===== config.mk =====
export PLATFORM = sky130hd
export DESIGN_NAME = baopoco_quant_gain_ctrl
export DESIGN_NICKNAME = d
export VERILOG_FILES = /design/src/rtl/baopoco_quant_gain_pkg.sv /design/src/rtl/baopoco_toggle_detect.sv /design/src/rtl/baopoco_quant_gain_ctrl.sv
export SDC_FILE = /design/constraint.sdc
export NUM_CORES = 1
export LEC_CHECK = 0
export CAP_MARGIN = 20
export CORE_ASPECT_RATIO = 2
export CORE_MARGIN = 5
export CORE_UTILIZATION = 30
export DETAILED_ROUTE_END_ITERATION = 10
export HOLD_SLACK_MARGIN = 0.05
export SYNTH_ARGS = -nofsm -noshare
export SYNTH_HDL_FRONTEND = slang
export SYNTH_SLANG_ARGS = --single-unit

===== constraint.sdc =====
create_clock -name user_clk -period 1.7 [get_ports user_clk]
set_input_delay 0.425 -clock user_clk [delete_from_list [all_inputs] [get_ports user_clk]]
set_output_delay 0.425 -clock user_clk [all_outputs]
set_load 0.05 [all_outputs]

===== src/rtl/baopoco_quant_gain_pkg.sv =====
// Shared definitions for the quant1_gain coefficient sequencer: command opcodes,
// sequencer states and bit positions within the command and status words.
package baopoco_quant_gain_pkg;

  typedef enum logic [1:0] {
    OP_WRITE = 2'b00,
    OP_FILL  = 2'b01,
    OP_SWAP  = 2'b10,
    OP_NOP   = 2'b11
  } opcode_t;

  typedef enum logic [1:0] {
    ST_IDLE,
    ST_WRITE,
    ST_FILL,
    ST_SWAP_WAIT
  } state_t;

  localparam int CMD_TOGGLE_BIT = 31;
  localparam int CMD_OP_LSB     = 29;
  localparam int CMD_ADDR_LSB   = 16;

  localparam int STATUS_BUSY_BIT    = 31;
  localparam int STATUS_BANK_BIT    = 30;
  localparam int STATUS_ARMED_BIT   = 29;
  localparam int STATUS_DROPPED_BIT = 28;
  localparam int STATUS_COUNT_LSB   = 0;
  localparam int STATUS_COUNT_W     = 8;

endpackage


===== src/rtl/baopoco_toggle_detect.sv =====
// Registers the software command word and emits a one-cycle new_cmd pulse each
// time its toggle bit changes level.
module baopoco_toggle_detect
  import baopoco_quant_gain_pkg::*;
(
  input  logic        user_clk,
  input  logic        user_rst,
  input  logic [31:0] cmd_reg,
  output logic [31:0] cmd_q,
  output logic        new_cmd
);

  logic tog_seen;

  // NOTE: sequential state is always assigned with <= so every register samples
  // the pre-edge values of the others, independent of statement order.
  always_ff @(posedge user_clk) begin
    if (user_rst) begin
      // Loading the live toggle level keeps a level held through reset from
      // looking like a fresh command once reset is released.
      cmd_q    <= cmd_reg;
      tog_seen <= cmd_reg[CMD_TOGGLE_BIT];
    end else begin
      cmd_q    <= cmd_reg;
      tog_seen <= cmd_q[CMD_TOGGLE_BIT];
    end
  end

  assign new_cmd = cmd_q[CMD_TOGGLE_BIT] ^ tog_seen;

endmodule


===== src/rtl/baopoco_quant_gain_ctrl.sv =====
// Command sequencer driving the write port of the double-buffered quantizer gain
// BRAM; bank swaps land only on sync_in. Define QUANT_GAIN_AUTOSWAP_EN to arm a
// swap automatically after every WRITE or FILL.
module baopoco_quant_gain_ctrl
  import baopoco_quant_gain_pkg::*;
#(
  parameter int ADDR_W = 11,
  parameter int GAIN_W = 16
) (
  input  logic              user_clk,
  input  logic              user_rst,
  input  logic [31:0]       cmd_reg,
  input  logic              sync_in,
  output logic              coef_we,
  output logic [ADDR_W:0]   coef_addr,
  output logic [GAIN_W-1:0] coef_data,
  output logic              bank_sel,
  output logic [31:0]       status
);

`ifdef QUANT_GAIN_AUTOSWAP_EN
  localparam state_t DONE_STATE = ST_SWAP_WAIT;
`else
  localparam state_t DONE_STATE = ST_IDLE;
`endif

  logic [31:0]       cmd_q;
  logic              new_cmd;
  opcode_t           cmd_op;
  logic [ADDR_W-1:0] cmd_addr;
  logic              cmd_unused;
  logic              last_addr;
  logic              busy;

  state_t            state;
  logic              dropped;
  logic [7:0]        cmd_count;

  baopoco_toggle_detect u_toggle_detect (
    .user_clk (user_clk),
    .user_rst (user_rst),
    .cmd_reg  (cmd_reg),
    .cmd_q    (cmd_q),
    .new_cmd  (new_cmd)
  );

  assign cmd_op     = opcode_t'(cmd_q[CMD_OP_LSB +: 2]);
  assign cmd_addr   = cmd_q[CMD_ADDR_LSB +: ADDR_W];
  // Reserved bit 28 and address/gain bits beyond the configured widths are ignored.
  assign cmd_unused = ^cmd_q;
  assign last_addr  = &coef_addr[ADDR_W-1:0];
  assign busy       = (state != ST_IDLE);

  always_ff @(posedge user_clk) begin
    if (user_rst) begin
      state     <= ST_IDLE;
      coef_we   <= 1'b0;
      coef_addr <= '0;
      coef_data <= '0;
      bank_sel  <= 1'b0;
      dropped   <= 1'b0;
      cmd_count <= '0;
    end else begin
      if (new_cmd && busy) begin
        dropped <= 1'b1;
      end

      unique case (state)
        ST_IDLE: begin
          if (new_cmd) begin
            cmd_count <= cmd_count + 8'd1;
            case (cmd_op)
              OP_WRITE: begin
                state     <= ST_WRITE;
                coef_we   <= 1'b1;
                coef_addr <= {~bank_sel, cmd_addr};
                coef_data <= cmd_q[GAIN_W-1:0];
              end
              OP_FILL: begin
                state     <= ST_FILL;
                coef_we   <= 1'b1;
                coef_addr <= {~bank_sel, {ADDR_W{1'b0}}};
                coef_data <= cmd_q[GAIN_W-1:0];
              end
              OP_SWAP: begin
                // A sync coincident with acceptance is deliberately not seen here.
                state <= ST_SWAP_WAIT;
              end
              default: begin
              end
            endcase
          end
        end

        ST_WRITE: begin
          coef_we <= 1'b0;
          state   <= DONE_STATE;
        end

        ST_FILL: begin
          // coef_addr doubles as the fill counter; the bank bit cannot move mid-fill.
          if (last_addr) begin
            coef_we <= 1'b0;
            state   <= DONE_STATE;
          end else begin
            coef_addr[ADDR_W-1:0] <= coef_addr[ADDR_W-1:0] + ADDR_W'(1);
          end
        end

        ST_SWAP_WAIT: begin
          if (sync_in) begin
            bank_sel <= ~bank_sel;
            state    <= ST_IDLE;
          end
        end

        default: state <= ST_IDLE;
      endcase
    end
  end

  // NOTE: every signal written in always_comb gets a full default first, so no
  // path can leave it unassigned and infer a latch.
  always_comb begin
    status                                        = '0;
    status[STATUS_BUSY_BIT]                       = busy;
    status[STATUS_BANK_BIT]                       = bank_sel;
    status[STATUS_ARMED_BIT]                      = (state == ST_SWAP_WAIT);
    status[STATUS_DROPPED_BIT]                    = dropped;
    status[STATUS_COUNT_LSB +: STATUS_COUNT_W]    = cmd_count;
  end

endmodule


==> results.toml <==
[die]
rows = 51
initial_core_util_pct = 30.4
die_w_um = 79.9
die_height_um = 150
die_area_um2 = 12000
io_pins = 97
coreArea_um2 = 9640

[grt]
grt_pass1_wl_um = 12700
grt_use_total_pct = 14.0
grt_overflow = 0
antenna_found_initial = 0
grt_max_degree = 18
grt_pass1_vias = 2619

[synth]
synth_edf_count = 0
synth.area.top_cells = "dfxtp_1 49%, buf_4 5.9%, a21oi_1 5.6%, nand2_1 5.5%, ha_1 4.3%"
synth_top_area_share_pct = 49.2
ys_ff_latch = 72
ys_warn_count = 0
synth_cell_types = 48
netlist_instances = 313
ys_seq_area_share_pct = 49.2
synth_common_cells = "72 x dfxtp_1, 43 x nand2_1, 33 x a21oi_1, 23 x buf_4, 13 x nor2_1"
yosys.area.top_type = "dfxtp_1"
yosysMostFrequentCell = "dfxtp_1"
syn_area_um2 = 2930
postSynth.asyncResetShare_pct = 0
post_synth.cell_area_avg_um2 = 9.37
synth_ff_type = "dfxtp_1"

[min_path]
hp-start = "u_toggle_detect.cmd_q[12]"
min_to = "coef_data[12]"
min_path_type = "reg -> reg"
min_path_cells = 2

[drt]
drt_iter0_drc = 154
firstDrtPassIters = 4
wl_per_cell_um = 14.6
vias = 2648
drc = 0
wl_um = 8210
detail-route-antenna-nets = 0
via_per_inst = 4.70

[cells_and_area]
n_antenna_cell = 0
drive_gt1_share_pct = 34.8
area_delta_synth_final_pct = 59.3
fillers = 929
finalNetCount = 471

[setup_path]
r2r_slack_ps = 80
r2r.worst_path.cells = 5
r2r-start = "coef_addr[0]"
arrival_ps = 1210
required_ps = 1270
cp_max_fo = 4
critical_path_class = "reg -> out"
worstSetupStartpointType = "register"
timing.rr.end = "coef_we"
setup.worst_path.end_class = "output port"

[placement]
portBuffers = 74
hpwlAfterDp_um = 6220
pre_cts_ws_ps = -99.0
gp_congestion = 0.822

[power_and_ir_drop]
power.density_nw_per_um2 = 1540
switching_share_pct = 38.6
peakVddDrop_uv = 713
p_int_w = 0.00441
switching_power_w = 0.00277
p_comb_share_pct = 45.5
power_frac_clock_pct = 23.9
leakagePower_nw = 1.89
pwr-share-seq_pct = 30.6

[timing]
setup_viol = 0
period_needed_ps = 1640
fin_crit_sh_pct = 96.3
holdWs_ps = 433
skew_ps = 4.75
hold_viol = 0
fmax_ghz = 0.611
fin_ws_ps = 63.0
drv_slew = 0
rsz0062_at_grt = "no"

[clock_network]
clk_latency_ps = 330
cts_buffers = 9
clock-sinks = 72
htreeDepth = 3
clk_pin_slew_worst_paths_ps = 60
cts_tree = "done"
clock-root-buffer = "clkbuf_16"
clockBufferDepth = 2

[flow_run]
cap_violations = 0

[outcome]
status = "complete, no violations"
-- state kept, by name, summed over array words and instances (netlist names) --
signal	count
coef_addr	12
coef_we	1
coef_data	16
cmd_count	8
u_toggle_detect.cmd_q	30
dropped	1
u_toggle_detect.tog_seen	1
state	2
bank_sel	1
-- worst max-delay path, cell delays in order, from the launching register on --
cell     delay (ps)
dfxtp_2         330
inv_2            50
ha_4            160
buf_6           120
inv_4            80
buf_12          140
-- repair_timing --
action | CTS | global route
gates resized for setup | 21 | 27
buffers inserted | 1 | 2
endpoints found under the setup margin | 25 | 32
pin swaps | 3 | 5
gates cloned | 1 | 0
hold buffers | 0 | 0
-- power groups by stage --
stage,Clock (W),Sequential (W),Combinational (W)
after CTS,0.00177,0.00219,0.00313
after global placement,0,0.00221,0.00290
after global routing,0.00183,0.00222,0.00346
after floorplan,0,0.00270,0.00111
after detailed placement,0,0.00221,0.00296
final,0.00171,0.00220,0.00326
-- cell families after synthesis --
group | Yosys count | share of synthesized area, %
simple gates | 101 | 17.1
flops | 72 | 49.2
compound gates | 71 | 16.2
buf+inv | 46 | 9.01
fa+ha+maj | 10 | 4.27
xor+xnor | 9 | 2.94
mux | 3 | 1.15
other cells | 1 | 0.128
-- worst max path at each step --
stage | slack, ps | endpoint | cells past startpoint | from
5_1_grt | 3 | coef_addr[6] | 8 | state[0]
3_5_place_dp | -100 | coef_addr[6] | 8 | state[0]
6_report | 60 | status[31] | 5 | state[0]
4_1_cts | -80 | coef_addr[8] | 7 | u_toggle_detect.cmd_q[30]
2_1_floorplan | -1 | coef_we | 5 | coef_addr[0]
3_3_place_gp | -80 | coef_addr[4] | 8 | state[0]
-- per-layer routing --
metal  vias up  wire (um)  GRT usage [%]
li1       1276          -              -
met3        25        469           3.92
met5         -          0              0
met4         0        306           8.04
met2       101       4720           26.7
met1      1246       2710           12.7
-- metrics by stage --
| step | area (um2) | TNS (ps) | std cells | power, W | utilization (%) |
|---|---|---|---|---|---|
| floorplan | 3040 | -1.08 | 332 | 0.00381 | - |
| global placement | 4200 | -425 | 544 | 0.00511 | 43.6 |
| detailed placement | 4200 | -1500 | 544 | 0.00517 | 43.6 |
| CTS | 4570 | -449 | 562 | 0.00709 | 47.4 |
| global route | 4670 | 0 | 563 | 0.00750 | 48.5 |
| finish | 4670 | 0 | 563 | 0.00717 | 48.5 |
-- cell type report --
type | instances | area, um2 | share of cell area, %
repair buffers | 117 | 1260 | 26.9
inverters | 12 | 50.0 | 1.07
well taps | 132 | 165 | 3.54
clock inverters | 6 | 43.8 | 0.938
clock buffers | 10 | 229 | 4.90
multi-input cells | 214 | 1460 | 31.2
flip-flops and latches | 72 | 1470 | 31.4
-- cells in the final DEF, fill, tap and decap left out, drive strengths merged, types with 2 or more instances in the layout --
master / instances
a32o: 2
dfxtp: 72
a22oi: 3
nor2: 13
or3: 3
xor2: 5
conb: 20
a311oi: 2
a211oi: 6
o31ai: 2
inv: 14
and2: 2
nand2: 43
and3: 3
ha: 10
clkbuf: 10
and4: 2
nand4: 4
nor3: 4
a32oi: 2
buf: 86
xnor2: 4
clkdlybuf4s50: 31
nor2b: 2
nand3b: 2
mux2: 3
nand2b: 6
o41ai: 2
nand3: 11
nor4: 3
a21oi: 34
o21ai: 9
clkinv: 3
a311o: 2
No activity file was read; power rests on OpenSTA's default activity.
